`src/rtl/wload_ctrl_if.sv`:
```
// Weight-load controller bus bundle.
// Groups the core-controller handshake (start/base_addr/num_rows/busy/done/err), the weight
// SRAM read port, the input FIFO write/pop port and the array load port.
//   master : the wload_ctrl side (drives strobes, addresses and status)
//   slave  : the environment side (core controller, SRAM, FIFO, array)
interface wload_ctrl_if #(
    parameter int unsigned col = 8,
    parameter int unsigned bw  = 4,
    parameter int unsigned AW  = 11
);
    // Core controller handshake
    logic                start;
    logic [AW-1:0]       base_addr;
    logic [4:0]          num_rows;
    logic                busy;
    logic                done;
    logic                err;
    // Weight SRAM read port
    logic                sram_cen;
    logic [AW-1:0]       sram_addr;
    logic [col*bw-1:0]   sram_dout;
    // Input FIFO
    logic [col*bw-1:0]   fifo_in;
    logic                fifo_wr;
    logic                fifo_full;
    logic                fifo_rd;
    logic                fifo_empty;
    // Array load port
    logic                arr_ready;
    logic                arr_load;
    logic [3:0]          arr_row;

    modport master (
        input  start, base_addr, num_rows, sram_dout, fifo_full, fifo_empty, arr_ready,
        output busy, done, err, sram_cen, sram_addr, fifo_in, fifo_wr, fifo_rd, arr_load,
               arr_row
    );

    modport slave (
        output start, base_addr, num_rows, sram_dout, fifo_full, fifo_empty, arr_ready,
        input  busy, done, err, sram_cen, sram_addr, fifo_in, fifo_wr, fifo_rd, arr_load,
               arr_row
    );
endinterface

```
`src/rtl/wload_ctrl.sv`:
```
// Weight-load pass sequencer.
// Fetches N weight rows from the weight SRAM into the input FIFO, then drains the FIFO into
// the 2D array one row per accepted cycle, and reports busy/done/err to the core controller.
// Ports:
//   clk   : clock, all logic on posedge
//   reset : synchronous, active-high; aborts any pass immediately
//   bus   : wload_ctrl_if master modport (controller handshake, SRAM, FIFO, array)
module wload_ctrl #(
    parameter int unsigned col        = 8,
    parameter int unsigned bw         = 4,
    parameter int unsigned AW         = 11,
    parameter int unsigned FIFO_DEPTH = 16
) (
    input  logic         clk,
    input  logic         reset,
    wload_ctrl_if.master bus
);

    localparam logic [4:0] MaxRows = 5'(FIFO_DEPTH);

    typedef enum logic [2:0] {
        StIdle,
        StFetch,
        StFlush,
        StDrain,
        StDone
    } state_e;

    state_e        state_q;
    logic [4:0]    n_q;        // effective row count for this pass
    logic [4:0]    rd_cnt_q;   // reads issued so far, minus the one in flight
    logic [4:0]    pop_cnt_q;  // rows handed to the array so far
    logic [AW-1:0] addr_q;
    logic          cen_q;
    logic          wr_q;       // pipeline flop: a read in cycle t becomes a write in t+1
    logic          err_q;
    logic          pop;

    // Pops are combinational so a row moves on the same cycle the array is ready.
    assign pop = (state_q == StDrain) & bus.arr_ready & ~bus.fifo_empty;

    always_ff @(posedge clk) begin
        if (reset) begin
            state_q   <= StIdle;
            n_q       <= '0;
            rd_cnt_q  <= '0;
            pop_cnt_q <= '0;
            addr_q    <= '0;
            cen_q     <= 1'b1;
            wr_q      <= 1'b0;
            err_q     <= 1'b0;
        end else begin
            wr_q <= ~cen_q;
            // The write is still strobed; the overflow is only flagged.
            if (wr_q && bus.fifo_full) begin
                err_q <= 1'b1;
            end

            unique case (state_q)
                StIdle: begin
                    if (bus.start) begin
                        if (!bus.fifo_empty) begin
                            // Leftover rows would be loaded into the array; refuse the pass.
                            err_q <= 1'b1;
                        end else begin
                            addr_q    <= bus.base_addr;
                            rd_cnt_q  <= '0;
                            pop_cnt_q <= '0;
                            if (bus.num_rows > MaxRows) begin
                                err_q <= 1'b1;
                                n_q   <= MaxRows;
                            end else begin
                                n_q   <= bus.num_rows;
                            end
                            if (bus.num_rows == 5'd0) begin
                                // Empty pass still spends one cycle before DONE so that done
                                // lands at the same 2N+2 offset as a real pass.
                                state_q <= StFlush;
                            end else begin
                                state_q <= StFetch;
                                cen_q   <= 1'b0;
                            end
                        end
                    end
                end
                StFetch: begin
                    if (rd_cnt_q == 5'(n_q - 5'd1)) begin
                        cen_q   <= 1'b1;
                        state_q <= StFlush;
                    end else begin
                        rd_cnt_q <= rd_cnt_q + 5'd1;
                        addr_q   <= addr_q + AW'(1);
                    end
                end
                StFlush: begin
                    state_q <= (n_q == 5'd0) ? StDone : StDrain;
                end
                StDrain: begin
                    if (pop) begin
                        pop_cnt_q <= pop_cnt_q + 5'd1;
                        if (pop_cnt_q == 5'(n_q - 5'd1)) begin
                            state_q <= StDone;
                        end
                    end
                end
                StDone: begin
                    state_q <= StIdle;
                end
                default: begin
                    state_q <= StIdle;
                end
            endcase
        end
    end

    assign bus.busy      = (state_q != StIdle);
    assign bus.done      = (state_q == StDone);
    assign bus.err       = err_q;
    assign bus.sram_cen  = cen_q;
    assign bus.sram_addr = addr_q;
    // SRAM data is valid the cycle after the read, exactly when the write strobe is up.
    assign bus.fifo_in   = wr_q ? bus.sram_dout : '0;
    assign bus.fifo_wr   = wr_q;
    assign bus.fifo_rd   = pop;
    assign bus.arr_load  = pop;
    assign bus.arr_row   = pop_cnt_q[3:0];

endmodule

```
`src/flat_wrapper.sv`:
```
// flat-port wrapper written by rule: the top's interface ports become plain ports
module wload_ctrl_flat 
#(
    parameter int unsigned col        = 8,
    parameter int unsigned bw         = 4,
    parameter int unsigned AW         = 11,
    parameter int unsigned FIFO_DEPTH = 16
)
  (clk, reset, bus_start, bus_base_addr, bus_num_rows, bus_sram_dout, bus_fifo_full, bus_fifo_empty, bus_arr_ready, bus_busy, bus_done, bus_err, bus_sram_cen, bus_sram_addr, bus_fifo_in, bus_fifo_wr, bus_fifo_rd, bus_arr_load, bus_arr_row);
  wload_ctrl_if #(.col(col), .bw(bw), .AW(AW)) bus_i ();
  input  logic clk;
  input  logic reset;
  input wire logic [$bits(bus_i.start)-1:0] bus_start;
  input wire logic [$bits(bus_i.base_addr)-1:0] bus_base_addr;
  input wire logic [$bits(bus_i.num_rows)-1:0] bus_num_rows;
  input wire logic [$bits(bus_i.sram_dout)-1:0] bus_sram_dout;
  input wire logic [$bits(bus_i.fifo_full)-1:0] bus_fifo_full;
  input wire logic [$bits(bus_i.fifo_empty)-1:0] bus_fifo_empty;
  input wire logic [$bits(bus_i.arr_ready)-1:0] bus_arr_ready;
  output wire logic [$bits(bus_i.busy)-1:0] bus_busy;
  output wire logic [$bits(bus_i.done)-1:0] bus_done;
  output wire logic [$bits(bus_i.err)-1:0] bus_err;
  output wire logic [$bits(bus_i.sram_cen)-1:0] bus_sram_cen;
  output wire logic [$bits(bus_i.sram_addr)-1:0] bus_sram_addr;
  output wire logic [$bits(bus_i.fifo_in)-1:0] bus_fifo_in;
  output wire logic [$bits(bus_i.fifo_wr)-1:0] bus_fifo_wr;
  output wire logic [$bits(bus_i.fifo_rd)-1:0] bus_fifo_rd;
  output wire logic [$bits(bus_i.arr_load)-1:0] bus_arr_load;
  output wire logic [$bits(bus_i.arr_row)-1:0] bus_arr_row;
  assign bus_i.start = bus_start;
  assign bus_i.base_addr = bus_base_addr;
  assign bus_i.num_rows = bus_num_rows;
  assign bus_i.sram_dout = bus_sram_dout;
  assign bus_i.fifo_full = bus_fifo_full;
  assign bus_i.fifo_empty = bus_fifo_empty;
  assign bus_i.arr_ready = bus_arr_ready;
  assign bus_busy = bus_i.busy;
  assign bus_done = bus_i.done;
  assign bus_err = bus_i.err;
  assign bus_sram_cen = bus_i.sram_cen;
  assign bus_sram_addr = bus_i.sram_addr;
  assign bus_fifo_in = bus_i.fifo_in;
  assign bus_fifo_wr = bus_i.fifo_wr;
  assign bus_fifo_rd = bus_i.fifo_rd;
  assign bus_arr_load = bus_i.arr_load;
  assign bus_arr_row = bus_i.arr_row;
  wload_ctrl #(.col(col), .bw(bw), .AW(AW), .FIFO_DEPTH(FIFO_DEPTH)) u_core (.clk(clk), .reset(reset), .bus(bus_i));
endmodule
```
`config.mk`:
```
export PLATFORM = sky130hd
export DESIGN_NAME = wload_ctrl_flat
export DESIGN_NICKNAME = d
export VERILOG_FILES = /design/src/rtl/wload_ctrl_if.sv /design/src/rtl/wload_ctrl.sv /design/src/flat_wrapper.sv
export SDC_FILE = /design/constraint.sdc
export NUM_CORES = 1
export LEC_CHECK = 0
export ABC_AREA = 1
export CORE_MARGIN = 2
export CORE_UTILIZATION = 45
export CTS_CLUSTER_SIZE = 30
export DETAILED_ROUTE_END_ITERATION = 7
export PLACE_DENSITY = 0.86
export SKIP_LAST_GASP = 1
export SYNTH_ARGS = -nofsm -noshare
export SYNTH_HDL_FRONTEND = slang
export SYNTH_SLANG_ARGS = --single-unit
export TNS_END_PERCENT = 10
```
`constraint.sdc`:
```
create_clock -name clk -period 3.3 [get_ports clk]
set_input_delay 0.495 -clock clk [delete_from_list [all_inputs] [get_ports clk]]
set_output_delay 0.495 -clock clk [all_outputs]
set_load 0.02 [all_outputs]
```
==> run_results.csv <==
group,metric,value,unit
drt,ant_nets,0,
logic_synthesis,ys.flop_type,"dfxtp_1",
global_route,grt.overflow.total,0,
cts,clock_latency,0.29,ns
drt,initialDrtViolationCount,111,
place,dp.final_hpwl,5490,um
cts,cts_inserted_buffers,5,
timing,finalMaxSlewViolations,0,
logic_synthesis,synthesis.nets,449,
logic_synthesis,synth-async-reset-ratio,0,
die,num_rows,26,
logic_synthesis,synth_area,2360,um2
power_and_ir_drop,p_int,837,uW
drt,met1_length,2870,um
cts,cts_tree,"yes",
die,initial_core_util,0.464,
finish,layout-area-overhead-vs-synth,50.4,%
cts,post-cts-setup-buffer-count,0,
logic_synthesis,yosysUniqueCellTypes,39,
flow_run,drv_cap,0,
critical_path,path_class,"register to output port",
critical_path,crit_required,2.80,ns
cts,htree_num_levels,2,
drt,wl,6930,um
logic_synthesis,yosysMostFrequentCell,"nand2_1",
drt,wire_per_inst,12.3,um
drt,drt-vias-per-instance,4.90,
critical_path,r2r_start,"u_core.state_q[2]",
drt,dr.pass1.iters,4,
critical_path,r2r_end,"u_core.bus.sram_addr[6]",
power_and_ir_drop,powerDensity,353,nW/um2
finish,fill_cells,425,
cts,cts_hold_buf,0,
cts,path_clk_slew,0.07,ns
place,place.port_buffers,107,
die,die_y,76.4,um
die,fp.coreArea,5070,um2
critical_path,cp_top_family,"buffers and inverters",
critical_path,critPathMaxFanout,23,
critical_path,crit_slowest_cell,"dfxtp_1",
die,die_w,76.4,um
global_route,grt.total_usage,0.237,
drt,highest_layer,"met4",
critical_path,path_buf_inv,3,
logic_synthesis,synth_top_area_share,0.272,
power_and_ir_drop,p_sw,415,uW
logic_synthesis,ys_top_cells_by_count,"nand2_1 (104), inv_1 (81), nor2_1 (42)",
finish,fin_util,0.698,
min_path,worstHoldPathType,"register to register",
global_route,grt_pass1_wl,11500,um
critical_path,worstRegToRegCells,8,
logic_synthesis,synth_edf_count,0,
place,gp_congestion,0.852,
cts,cts_root_buf,"clkbuf_8",
drt,wl_met3,532,um
power_and_ir_drop,p_leak,0.00172,uW
logic_synthesis,yosys-top-cells-area,"dfxtp_1 (27%), nand2_1 (17%), inv_1 (13%)",
timing,slew_headroom,0.538,
cts,cts_sinks,32,
finish,finalNetCount,551,
timing,setup_viol,0,
critical_path,crit_arrival,2.08,ns
critical_path,worstSetupStartpointType,"register",
power_and_ir_drop,power_frac_seq,0.364,
critical_path,r2r_slack,1.04,ns
cts,cts_resized,0,
critical_path,cp-end-kind,"output port",
die,dieArea,5830,um2
power_and_ir_drop,pwr-share-comb,0.337,
timing,fin_setup_tns,0,ns
logic_synthesis,avgSynthCellArea,6.03,um2
timing,min_period,2.58,ns
run_status,status,"complete, no violations",
global_route,first_global_vias,2640,
timing,fin_skew,0.00695,ns
power_and_ir_drop,p_sw_frac,0.332,
min_path,hold_start,"u_core.bus.sram_cen",
logic_synthesis,ys_warn_count,0,
power_and_ir_drop,ir_drop,0.000282,V
power_and_ir_drop,pwr-share-clk,0.299,
finish,drive_gt1_frac,0.0729,
critical_path,cp_cell_sequence,"buf_4, nand2_1, inv_1, clkdlybuf4s50_1",
timing,period_share,0.781,
finish,antennaDiodeCount,0,
drt,met2_length,3430,um
logic_synthesis,yosys.area.top_type,"dfxtp_1",
global_route,grt_max_degree,24,
min_path,min_path_cells,1,
timing,hold_slack,0.439,ns
logic_synthesis,netlist_instances,391,
timing,hold_violations,0,
timing,rsz0062_at_grt,"no",
drt,vias,2766,
drt,post-route-drc-count,0,
cts,cts_buffer_depth,2,
logic_synthesis,synth-seq-cells,32,
timing,max_freq,388,MHz
die,ios,108,
logic_synthesis,yosysSeqAreaShare,0.272,
global_route,antenna_found_initial,0,
timing,worst_pin_slew,0.692,ns
critical_path,slowest_delay,0.77,ns
min_path,hold-path-endpoint,"u_core.bus.fifo_wr",
-- sequential cells by signal, summed over array words and instances, names as in the netlist --
signal / flops
u_core.bus.sram_addr: 11
u_core.n_q: 5
u_core.pop_cnt_q: 5
u_core.rd_cnt_q: 5
u_core.state_q: 3
u_core.bus.err: 1
u_core.bus.fifo_wr: 1
u_core.bus.sram_cen: 1
-- through the flow --
| step | worst slack (ns) | area, um2 | cells | power, uW |
|---|---|---|---|---|
| finish | 0.724 | 3540 | 564 | 1250 |
| global placement | 0.957 | 3440 | 556 | 874 |
| detailed placement | 0.921 | 3440 | 556 | 883 |
| global route | 0.592 | 3540 | 564 | 1320 |
| floorplan | 1.50 | 2360 | 391 | 703 |
| CTS | 0.708 | 3540 | 564 | 1260 |
-- layout make-up --
cell class	instances	area, um2	area share
multi-input cells	261	1300	0.367
repair buffers	110	1090	0.309
flip-flops and latches	32	641	0.181
inverters	83	314	0.0886
well taps	70	87.6	0.0247
clock buffers	6	72.6	0.0205
clock inverters	2	35.0	0.00988
-- kinds of logic (layout without fill, tap and decap cells) --
kind of cell / after synthesis / after routing / synth area share
adder cells (fa/ha/maj): 4 / 4 / 0.0212
AO/OA/AOI/OAI: 51 / 51 / 0.139
AND/OR/NAND/NOR: 204 / 204 / 0.384
XOR/XNOR: 2 / 2 / 0.00743
buffers and inverters: 98 / 201 / 0.176
flip-flops: 32 / 32 / 0.272
-- cells in the final DEF (no fill, tap or decap), types with 5 or more instances in the layout --
cell             Yosys  final
dfxtp_1             32     32
nand4_1              7      7
a21oi_1             14     14
nand2_1            104    104
inv_1               81     81
nand3_1             31     31
a21oi_2              6      6
nor2_1              42     42
clkbuf_8             0      5
o21ai_0             14     14
clkdlybuf4s50_1      0    107
-- how the worst max path moves through the flow --
| stage | from | end | slack (ns) | cells after the start |
|---|---|---|---|---|
| after floorplan | u_core.bus.sram_addr[0] | u_core.bus.sram_addr[6] | 1.50 | 8 |
| after global placement | bus_arr_ready | bus_fifo_rd | 0.96 | 6 |
| after detailed placement | bus_fifo_empty | bus_arr_load | 0.92 | 5 |
| after CTS | u_core.bus.fifo_wr | bus_fifo_in[6] | 0.71 | 4 |
| after global routing | u_core.bus.fifo_wr | bus_fifo_in[4] | 0.59 | 4 |
| final | u_core.bus.fifo_wr | bus_fifo_in[6] | 0.72 | 4 |
-- power by group through the flow --
stage | Clock [uW] | Combinational, uW | Sequential [uW]
floorplan | 0 | 225 | 478
global placement | 0 | 412 | 462
detailed placement | 0 | 421 | 462
CTS | 380 | 423 | 454
global route | 397 | 462 | 461
finish | 375 | 422 | 455
-- metal layers --
layer  vias up  global-route usage
met3        11              0.0462
met5         -                   0
met2       118               0.444
met4         0              0.0691
li1       1411                   -
met1      1226               0.269
Power figures use the tool's default switching activity.
